File: src/rtl/uart_tx_engine_pkg.sv
// ============================================================================
// uart_tx_engine_pkg : shared UART frame encodings, clamp limits, TX states
// Rev 1.0
// ============================================================================
`default_nettype none

package uart_tx_engine_pkg;

   localparam logic [1:0] PAR_NONE = 2'b00;
   localparam logic [1:0] PAR_ODD  = 2'b01;
   localparam logic [1:0] PAR_EVEN = 2'b10;

   localparam logic [1:0] STOP_1   = 2'b00;
   localparam logic [1:0] STOP_1P5 = 2'b01;
   localparam logic [1:0] STOP_2   = 2'b10;

   localparam logic [3:0] DATA_BITS_MIN = 4'd5;
   localparam logic [3:0] DATA_BITS_MAX = 4'd8;

   typedef enum logic [2:0] {
      ST_IDLE   = 3'd0,
      ST_FETCH  = 3'd1,
      ST_START  = 3'd2,
      ST_DATA   = 3'd3,
      ST_PARITY = 3'd4,
      ST_STOP   = 3'd5
   } tx_state_t;

   function automatic logic [3:0] clamp_data_bits(input logic [3:0] bits);
      if (bits < DATA_BITS_MIN) begin
         return DATA_BITS_MIN;
      end
      if (bits > DATA_BITS_MAX) begin
         return DATA_BITS_MAX;
      end
      return bits;
   endfunction

   // 2'b11 aliases to the 2-stop and no-parity encodings respectively
   function automatic logic [1:0] norm_stop(input logic [1:0] sel);
      case (sel)
         STOP_1:   return STOP_1;
         STOP_1P5: return STOP_1P5;
         default:  return STOP_2;
      endcase
   endfunction

   function automatic logic [1:0] norm_parity(input logic [1:0] sel);
      case (sel)
         PAR_ODD:  return PAR_ODD;
         PAR_EVEN: return PAR_EVEN;
         default:  return PAR_NONE;
      endcase
   endfunction

endpackage

`default_nettype wire

File: src/rtl/uart_tx_engine_baud_cnt.sv
// ============================================================================
// uart_baud_cnt : reloadable down-counter with terminal-count tick
// Rev 1.0
// ============================================================================
`default_nettype none

module uart_baud_cnt #(
   parameter int WIDTH = 13
) (
   input  logic             clk_i,
   input  logic             rst_n_i,
   input  logic             en,
   input  logic             load,
   input  logic [WIDTH-1:0] load_val,
   output logic [WIDTH-1:0] count,
   output logic             tick
);

   logic [WIDTH-1:0] r_cnt;

   // load wins over counting so a segment can restart on its own tick
   always_ff @(posedge clk_i or negedge rst_n_i) begin
      if (!rst_n_i) begin
         r_cnt <= '0;
      end else if (load) begin
         r_cnt <= load_val;
      end else if (en && (r_cnt != '0)) begin
         r_cnt <= r_cnt - 1'b1;
      end
   end

   assign count = r_cnt;
   assign tick  = en && (r_cnt == '0);

endmodule

`default_nettype wire

File: src/rtl/uart_tx_engine.sv
// ============================================================================
// uart_tx_engine : UART serialiser, FIFO pop -> start/data/parity/stop on txd_o
// Rev 1.0
// ============================================================================
`default_nettype none

module uart_tx_engine
   import uart_tx_engine_pkg::*;
#(
   parameter int DLY = 1
) (
   input  logic        clk_i,
   input  logic        rst_n_i,
   input  logic        low_power,
   input  logic [3:0]  data_bits,
   input  logic [1:0]  stop_bits,
   input  logic [1:0]  parity_mode,
   input  logic [11:0] baudrate_cfg,
   input  logic        tx_fifo_empty,
   output logic        tx_fifo_rd_en,
   input  logic [7:0]  tx_fifo_rd_data,
   output logic        txd_o,
   output logic        tx_busy,
   output logic        tx_done
);

   tx_state_t   r_state;
   logic [7:0]  r_shift;
   logic [2:0]  r_last_idx;
   logic [2:0]  r_bit_cnt;
   logic [1:0]  r_stop;
   logic [1:0]  r_par_mode;
   logic [11:0] r_baud;
   logic        r_par_bit;
   logic        r_stop_seg;
   logic        r_txd;
   logic        r_rd_en;
   logic        r_busy;
   logic        r_done;

   logic [3:0]  w_nbits;
   logic [7:0]  w_mask;
   logic        w_par_raw;
   logic        w_par_bit;
   logic [12:0] w_p_m1;
   logic [12:0] w_half;
   logic [12:0] w_b_len_m1;
   logic        w_has_b;
   logic        w_par_en;
   logic        w_last_bit;
   logic        w_pop_ok;
   logic        w_en;
   logic        w_load;
   logic [12:0] w_load_val;
   logic [12:0] w_count;
   logic        w_tick;
   logic        w_entering_stop;
   logic        w_final_seg;
   logic        w_done_next;

   // DLY only annotates delay-modelled siblings; it has no effect here
   generate
      if (DLY < 0) begin : g_dly_unused
      end
   endgenerate

   assign w_nbits   = clamp_data_bits(data_bits);
   assign w_mask    = 8'hFF >> (4'd8 - w_nbits);
   assign w_par_raw = ^(tx_fifo_rd_data & w_mask);
   assign w_par_bit = (parity_mode == PAR_ODD) ? ~w_par_raw : w_par_raw;

   // Stop time is segment A (P) plus optional segment B (P or P>>1)
   assign w_p_m1     = {1'b0, r_baud};
   assign w_half     = (w_p_m1 + 13'd1) >> 1;
   assign w_has_b    = (r_stop == STOP_2) || ((r_stop == STOP_1P5) && (w_half != '0));
   assign w_b_len_m1 = (r_stop == STOP_2) ? w_p_m1 : (w_half - 13'd1);

   assign w_par_en   = (r_par_mode == PAR_ODD) || (r_par_mode == PAR_EVEN);
   assign w_last_bit = (r_bit_cnt == r_last_idx);
   assign w_pop_ok   = !tx_fifo_empty && !low_power;

   assign w_en   = (r_state inside {ST_START, ST_DATA, ST_PARITY, ST_STOP});
   assign w_load = (r_state == ST_FETCH)
                || (w_tick && (r_state inside {ST_START, ST_DATA, ST_PARITY}))
                || (w_tick && (r_state == ST_STOP) && !r_stop_seg && w_has_b);
   assign w_load_val = (r_state == ST_FETCH) ? {1'b0, baudrate_cfg} :
                       (r_state == ST_STOP)  ? w_b_len_m1 : w_p_m1;

   uart_baud_cnt #(
      .WIDTH (13)
   ) u_baud_cnt (
      .clk_i    (clk_i),
      .rst_n_i  (rst_n_i),
      .en       (w_en),
      .load     (w_load),
      .load_val (w_load_val),
      .count    (w_count),
      .tick     (w_tick)
   );

   // tx_done is registered, so predict the cycle before the final stop tick
   assign w_entering_stop = w_tick && (((r_state == ST_DATA) && w_last_bit && !w_par_en)
                                       || (r_state == ST_PARITY));
   assign w_final_seg     = (r_state == ST_STOP) && (r_stop_seg || !w_has_b);
   assign w_done_next     = (w_final_seg && !w_tick && (w_count == 13'd1))
                         || (w_entering_stop && (r_baud == '0) && !w_has_b)
                         || ((r_state == ST_STOP) && w_tick && !r_stop_seg && w_has_b
                             && (w_b_len_m1 == '0));

   always_ff @(posedge clk_i or negedge rst_n_i) begin
      if (!rst_n_i) begin
         r_state    <= ST_IDLE;
         r_shift    <= '0;
         r_last_idx <= '0;
         r_bit_cnt  <= '0;
         r_stop     <= '0;
         r_par_mode <= '0;
         r_baud     <= '0;
         r_par_bit  <= 1'b0;
         r_stop_seg <= 1'b0;
         r_txd      <= 1'b1;
         r_rd_en    <= 1'b0;
         r_busy     <= 1'b0;
         r_done     <= 1'b0;
      end else begin
         r_done <= w_done_next;
         case (r_state)
            ST_IDLE: begin
               r_txd  <= 1'b1;
               r_busy <= 1'b0;
               if (r_rd_en) begin
                  r_rd_en <= 1'b0;
                  r_busy  <= 1'b1;
                  r_state <= ST_FETCH;
               end else begin
                  r_rd_en <= w_pop_ok;
               end
            end
            ST_FETCH: begin
               r_shift    <= tx_fifo_rd_data;
               r_last_idx <= 3'(w_nbits - 4'd1);
               r_stop     <= norm_stop(stop_bits);
               r_par_mode <= norm_parity(parity_mode);
               r_baud     <= baudrate_cfg;
               r_par_bit  <= w_par_bit;
               r_bit_cnt  <= '0;
               r_stop_seg <= 1'b0;
               r_txd      <= 1'b0;
               r_state    <= ST_START;
            end
            ST_START: begin
               if (w_tick) begin
                  r_txd   <= r_shift[0];
                  r_shift <= {1'b0, r_shift[7:1]};
                  r_state <= ST_DATA;
               end
            end
            ST_DATA: begin
               if (w_tick) begin
                  if (!w_last_bit) begin
                     r_bit_cnt <= r_bit_cnt + 3'd1;
                     r_txd     <= r_shift[0];
                     r_shift   <= {1'b0, r_shift[7:1]};
                  end else if (w_par_en) begin
                     r_txd   <= r_par_bit;
                     r_state <= ST_PARITY;
                  end else begin
                     r_txd   <= 1'b1;
                     r_state <= ST_STOP;
                  end
               end
            end
            ST_PARITY: begin
               if (w_tick) begin
                  r_txd   <= 1'b1;
                  r_state <= ST_STOP;
               end
            end
            ST_STOP: begin
               if (w_tick) begin
                  if (!r_stop_seg && w_has_b) begin
                     r_stop_seg <= 1'b1;
                  end else begin
                     r_busy  <= 1'b0;
                     r_rd_en <= w_pop_ok;
                     r_state <= ST_IDLE;
                  end
               end
            end
            default: begin
               r_txd   <= 1'b1;
               r_rd_en <= 1'b0;
               r_busy  <= 1'b0;
               r_state <= ST_IDLE;
            end
         endcase
      end
   end

   assign tx_fifo_rd_en = r_rd_en;
   assign txd_o         = r_txd;
   assign tx_busy       = r_busy;
   assign tx_done       = r_done;

endmodule

`default_nettype wire

File: config.mk
export PLATFORM = sky130hd
export DESIGN_NAME = uart_tx_engine
export DESIGN_NICKNAME = d
export VERILOG_FILES = /design/src/rtl/uart_tx_engine_pkg.sv /design/src/rtl/uart_tx_engine_baud_cnt.sv /design/src/rtl/uart_tx_engine.sv
export SDC_FILE = /design/constraint.sdc
export NUM_CORES = 1
export LEC_CHECK = 0
export ABC_AREA = 0
export CAP_MARGIN = 20
export CORE_MARGIN = 2
export CORE_UTILIZATION = 61
export CTS_BUF_LIST = sky130_fd_sc_hd__clkbuf_4 sky130_fd_sc_hd__clkbuf_8
export CTS_CLUSTER_DIAMETER = 200
export DETAILED_ROUTE_END_ITERATION = 10
export HOLD_SLACK_MARGIN = 0.02
export PLACE_DENSITY_LB_ADDON = 0.15
export SLEW_MARGIN = 20
export SYNTH_ARGS = -nofsm -noshare
export SYNTH_HDL_FRONTEND = slang
export SYNTH_SLANG_ARGS = --single-unit
File: constraint.sdc
create_clock -name clk_i -period 6.7 [get_ports clk_i]
set_input_delay 0.67 -clock clk_i [delete_from_list [all_inputs] [get_ports clk_i]]
set_output_delay 0.67 -clock clk_i [all_outputs]
set_load 0.1 [all_outputs]
# Word-level counts from Yosys, hierarchy flattened

Index checks and enable logic that the tools add are counted.

Bits in registers: 52
Memory bits (writable): 0
Input port bits: 32
Bits in latches: 0
ROM bits: 0
Memories: 0
Output and inout port bits: 4
Word-level logic and storage cells: 151

Bitwise logic cells: 4
Shift operators: 1
Add/subtract/negate cells: 6
Mux-type cells: 48
Magnitude comparators: 2
Eq/ne operators: 23
Div/mod/pow operators: 0
Reduce and logical (&&, ||, !) cells: 53
Multiply operators: 0

Operator list:

| cell                                                 | count |
|---|---|
| 2-to-1 mux 13 bit                                    | 5 |
| 2-to-1 mux 3 bit                                     | 9 |
| logical NOT 13 bit                                   | 2 |
| nonzero test 13 bit                                  | 2 |
| 2-to-1 mux 8 bit                                     | 3 |
| case mux 8 bit (3 select lines)                      | 1 |
| logical AND 1 bit                                    | 18 |
| 2-to-1 mux 1 bit                                     | 18 |
| case mux 3 bit (6 select lines)                      | 1 |
| 2-to-1 mux 4 bit                                     | 4 |
| != test 2 bit, second input constant                 | 8 |
| adder 12 x 1 -> 13 bit, second input constant        | 1 |
| equality test 13 x 1 -> 1 bit, second input constant | 1 |
| subtractor 12 x 1 -> 13 bit, second input constant   | 1 |
| subtractor 13 x 1 -> 13 bit, second input constant   | 1 |
| logical NOT 12 bit                                   | 1 |
| AND reduction 3 bit                                  | 3 |
| bitwise AND 8 bit                                    | 1 |
| equality test 2 x 1 -> 1 bit, second input constant  | 4 |
| logical OR 1 bit                                     | 8 |
| case mux 2 bit (2 select lines)                      | 2 |
| AND reduction 4 bit                                  | 2 |
| parity 8 bit                                         | 1 |
| >> shifter 8 x 4 -> 8 bit, first input constant      | 1 |
| 24 further kinds                                     | 39 |

# Logic depth before layout (Yosys ltp)

Depth in word-level cells: 11
Mapped depth: 12
Gate-level depth less buffers: 12

# Cells and area by module

Synthesis repeated with hierarchy kept, for this count alone.

Cells, all modules: 537
Area, all modules: 4264.1 um^2

Modules (own cells, without submodules):

| module         | area each (um^2) | cells an instance | times used | seq. area each (um^2) |
|---|---|---|---|---|
| uart_tx_engine | 3435.8           | 444               | 1          | 977.2 |
| uart_baud_cnt  | 828.3            | 93                | 1          | 325.3 |

# Least setup slack after synthesis

No wires, ideal clock.

Kind: reg-to-reg
Start: reg r_state[2]
End: reg r_state[0]
Clock period less this slack: 2.836 ns
Arrival: 2.711 ns
Path slack: 3.864 ns
Buffers on the path: 1
Required time: 6.575 ns
Stages on the path, launching flop included: 11
Setup time: 0.125 ns
Path through: dfrtp_1 > inv_1 > clkbuf_1 > ha_1 > or3b_2 > nor4_2 > nand2_1 > a31oi_1 > nor2_1 > a311oi_1 > mux2_2

Word-level cells in the longest chain between the ends: 5
Elaborated cells on any way between the ends: 17
Those cells by class: eq/ne (12); mux (1); reduce/logical (4)

RTL lines:

| what                                                                       | RTL line                                    | source |
|---|---|---|
| from (decl)                                                                | uart_tx_engine.sv:27                        | `tx_state_t r_state;` |
| from (signal assigned)                                                     | uart_tx_engine.sv:112                       | `r_state <= ST_IDLE;` |
| from (signal assigned)                                                     | uart_tx_engine.sv:134                       | `r_state <= ST_FETCH;` |
| from (signal assigned)                                                     | uart_tx_engine.sv:149                       | `r_state <= ST_START;` |
| equality test 3 x 2 -> 1 bit / equality test 3 bit (equally long branches) | uart_tx_engine.sv:82, uart_tx_engine.sv:127 |  |
| nonzero test 4 bit                                                         | uart_tx_engine.sv:82                        | `assign w_en = (r_state inside {ST_START, ST_DATA, ST_PARITY, ST_STOP});` |
| logical AND 1 bit                                                          | uart_tx_engine_baud_cnt.sv:33               | `assign tick = en && (r_cnt == '0);` |
| != test 2 bit (no line)                                                    | --                                          |  |
| AND reduction 7 bit (no line)                                              | --                                          |  |

Parallel ways exist; a longest one is shown, timed or not.
A chain may end at the register's enable or synchronous reset.

# Worst setup path after layout

Same ends and word-level chain as after synthesis.

==> summary.md <==
| Metric | Value |
|---|---|
| Slew @ Worst Pin | `1.02 ns` |
| # DRC | `0` |
| DP Area | `4530 um2` |
| First-pass GRT wire length | `17600 um` |
| Post-CTS Setup Inserts | `0` |
| Biggest cell delay along the critical path | `1.03 ns` |
| CP max-delay cell | `dfrtp_1` |
| TritonCTS Buffers | `5` |
| Post-synthesis cell area | `4250 um2` |
| Slew Limit Fails | `0` |
| Vias after detailed routing | `3946` |
| RSZ-0062 raised after global routing | `no` |
| Seq/Total Area, Yosys | `30.6%` |
| Core ar. | `6760 um2` |
| Critical path capture point type | `flop` |
| Max Freq | `0.251 GHz` |
| Die Y | `87.5 um` |
| Simple-gate share of the synthesized area | `26.6%` |
| Status | `finished clean` |
| Clk_lat worst skew | `0.31 ns` |
| Setup_tns | `0 ns` |
| Crit path to | `r_state[0]$_DFFE_PN0P_` |
| Ant diodes | `0` |
| Layout cells sized above 1 | `10.1%` |
| Required time of the critical path | `6.91 ns` |
| Starting DRC count in detailed routing | `332` |
| CTS H-tree depth | `2` |
| Placement Rows | `30` |
| Adder-Cell Fraction of Synth Area | `3.53%` |
| Most used routing layer | `met2` |
| Port bufs | `35` |
| Period utilisation layout | `59.3%` |
| Post-synth EDFFs | `0` |
| Synth top area cells | `dfrtp_1 30%, nand2_1 7.1%, xnor2_1 5.4%` |
| CP Buf/Inv Count | `1` |
| WS Path Type | `reg2reg` |
| Max cap viols | `0` |
| Synthesis Warnings | `0` |
| Total die area | `7650 um2` |
| Worst-case reg-to-reg path depth | `9` |
| Delay-heaviest family, CP | `flip-flops` |
| Synth Instances | `517` |
| Crit path depth | `9` |
| Rel. slew slack | `31.8%` |
| Via/cell ratio | `6.54` |
| FFs w/ async S/R, synth | `100%` |
| Clock transition at path regs | `0.10 ns` |
| P per Cell Area | `406 nW/um2` |
| First-pass detailed-route iteration total | `5` |
| Syn_nets | `561` |
| Total gr overflow | `0` |
| Die width | `87.5 um` |
| Largest net degree at the start of global routing | `53` |
| Vias in the first global route | `3551` |
| IO Count | `36` |
| CTS Hold Bufs | `0` |
| Synthesized flop and latch total | `52` |
| Layout Nets | `566` |
| RePlAce Congestion | `0.942` |
| Total Wirelength | `10700 um` |
| Yosys cell types | `70` |
| Wire per inst | `17.8 um` |
| Crit path from | `r_state[2]$_DFFE_PN0P_` |
| Worst Skew | `0.00784 ns` |
| Critical-path maximum fanout | `34` |
| Worst R2R End | `r_state[0]$_DFFE_PN0P_` |
| Initial Util | `62.9%` |
| Shortest period the worst path allows | `3.98 ns` |
| Total power | `1.89 mW` |
| P&R area growth vs syn | `9.33%` |
| Met1 Use GR | `41.8%` |
| Final Hold Viols | `0` |
| Leakage | `1.84 nW` |
| Antenna violations before repair | `0` |
| Final setup fails | `0` |
| CP Data Arrival Time | `4.18 ns` |
| Final instance area | `4650 um2` |
| Critical-path cell list | `inv_1, ha_1, or3b_2, nor4_2, nand2_1, a31oi_1, nor2_1, a311oi_1, mux2_2` |
| Fraction of synthesized area in multiplexers | `5.98%` |
| CP startpoint kind | `flop` |
| Top_reg_cell synth | `dfrtp_1` |
| R2R Setup Slk | `2.72 ns` |
| Compound-cell area share of the yosys netlist | `19.9%` |
| DP HPWL | `7860 um` |
| Worst hold-check path type | `in2async` |
| Worst r2r src | `r_state[2]$_DFFE_PN0P_` |
| CTS tree | `yes` |
| Largest family of logic cells by synthesized area | `simple AND/OR/NAND/NOR gates` |
| Post-route ant nets | `0` |
| Xor/xnor cell area share of the yosys netlist | `7.62%` |
| Grt met3 use | `5.21%` |
| Clock sink count | `52` |
| Met2 GRT Util | `44.8%` |
| Mean post-synth cell area | `8.22 um2` |
| Clock root buffer | `clkbuf_8` |
| Peak supply drop | `0.000269 V` |
| Synth top area share | `30.0%` |
| Post_cts resized | `0` |
| Area leader, netlist | `dfrtp_1` |
| Clk buf depth | `2` |
| GRT Total Usage | `29.1%` |
[layout make-up]
type | count | area (um2)
Timing Repair Buffer | 38 | 368
Multi-Input combinational cell | 410 | 2710
Inverter | 15 | 56.3
Tap cell | 80 | 100
Clock inverter | 3 | 46.3
Sequential cell | 52 | 1300
Fill cell | 553 | 2110
Clock buffer | 5 | 68.8
[sequential cells by signal, summed over array words and instances, names as in the netlist, 2 cells and up]
signal,flops
r_baud,12
r_state,3
r_stop,2
r_last_idx,3
r_shift,8
u_baud_cnt.count,13
r_bit_cnt,3
r_par_mode,2
[stage by stage]
| step | hold WS [ns] | util (%) | worst slack, ns | cells |
|---|---|---|---|---|
| global route | 0.522 | 68.8 | 2.41 | 603 |
| finish | 0.467 | 68.8 | 2.72 | 603 |
| detailed placement | 0.474 | 67.1 | 2.84 | 595 |
| global placement | 0.474 | 67.1 | 2.94 | 595 |
| CTS | 0.486 | 68.8 | 2.82 | 603 |
| floorplan | 0.374 | - | 3.86 | 517 |
[cells by family (layout without fill, tap and decap cells)]
family / count (synthesis) / in the layout
XOR/XNOR: 37 / 37
AO/OA/AOI/OAI: 120 / 120
buffers and inverters: 55 / 61
AND/OR/NAND/NOR: 218 / 218
flip-flops: 52 / 52
adder cells (fa/ha/maj): 12 / 12
multiplexers: 23 / 23
[per-layer routing]
| metal | wire (um) | vias up |
|---|---|---|
| met4 | 242 | 0 |
| met5 | 0 | - |
| met1 | 4790 | 1882 |
| met2 | 4970 | 167 |
| met3 | 744 | 23 |
| li1 | - | 1874 |
[placed cells by master, fill, tap and decap left out, drive strengths merged, types with 12 or more instances in the layout]
cell type / netlist / final
nand2: 81 / 81
mux2: 19 / 19
xnor2: 26 / 26
nor2: 31 / 31
clkdlybuf4s50: 0 / 34
dfrtp: 51 / 51
nand3: 17 / 17
inv: 15 / 16
o21ai: 25 / 25
nor3: 15 / 15
ha: 12 / 12
a21oi: 25 / 25
nand4: 12 / 12
[cell usage after synthesis (3+ instances only)]
| cell | n |
|---|---|
| a211o_1 | 3 |
| dfrtp_1 | 51 |
| and3_1 | 5 |
| o21ai_0 | 24 |
| nand2_1 | 80 |
| a211oi_1 | 7 |
| and4_1 | 3 |
| o22ai_1 | 3 |
| a21oi_1 | 23 |
| or4_1 | 4 |
| xor2_1 | 11 |
| buf_2 | 9 |
| o211ai_1 | 6 |
| inv_1 | 15 |
| a21o_1 | 6 |
| nor3_1 | 13 |
| xnor2_1 | 26 |
| nor4_1 | 8 |
| nand3b_1 | 4 |
| and2_1 | 4 |
| o21a_1 | 3 |
| a31oi_1 | 9 |
| o311ai_0 | 3 |
| mux2i_1 | 4 |
| nor2b_1 | 8 |
| o31ai_1 | 4 |
| ha_1 | 12 |
| nand2b_1 | 5 |
| a22oi_1 | 5 |
| mux2_2 | 19 |
| nand4_1 | 12 |
| nor2_1 | 31 |
| clkbuf_1 | 24 |
| nand3_1 | 17 |
| a41o_1 | 3 |
| or3_1 | 8 |
[worst reg2reg max path, cell delays in order (launching register included)]
cell and delay [ns]:
dfrtp_1 1.03, inv_1 0.54, ha_1 0.46, or3b_2 0.46
nor4_2 0.36, nand2_1 0.16, a31oi_1 0.20, nor2_1 0.05
a311oi_1 0.25, mux2_2 0.36
[where the power goes]
part / switching, mW / internal [mW] / total, mW
Sequential: 0.234 / 0.444 / 0.678
Clock: 0.113 / 0.113 / 0.226
Combinational: 0.566 / 0.419 / 0.985
[worst min-delay path by stage]
stage,to,slack (ns)
floorplan,r_baud[0]$_DFFE_PN0P_,0.37
global placement,r_par_bit$_DFFE_PN0P_,0.47
detailed placement,r_par_bit$_DFFE_PN0P_,0.47
CTS,r_baud[8]$_DFFE_PN0P_,0.49
global route,r_baud[8]$_DFFE_PN0P_,0.52
finish,r_baud[7]$_DFFE_PN0P_,0.47
(Power assumes the default switching activity.)
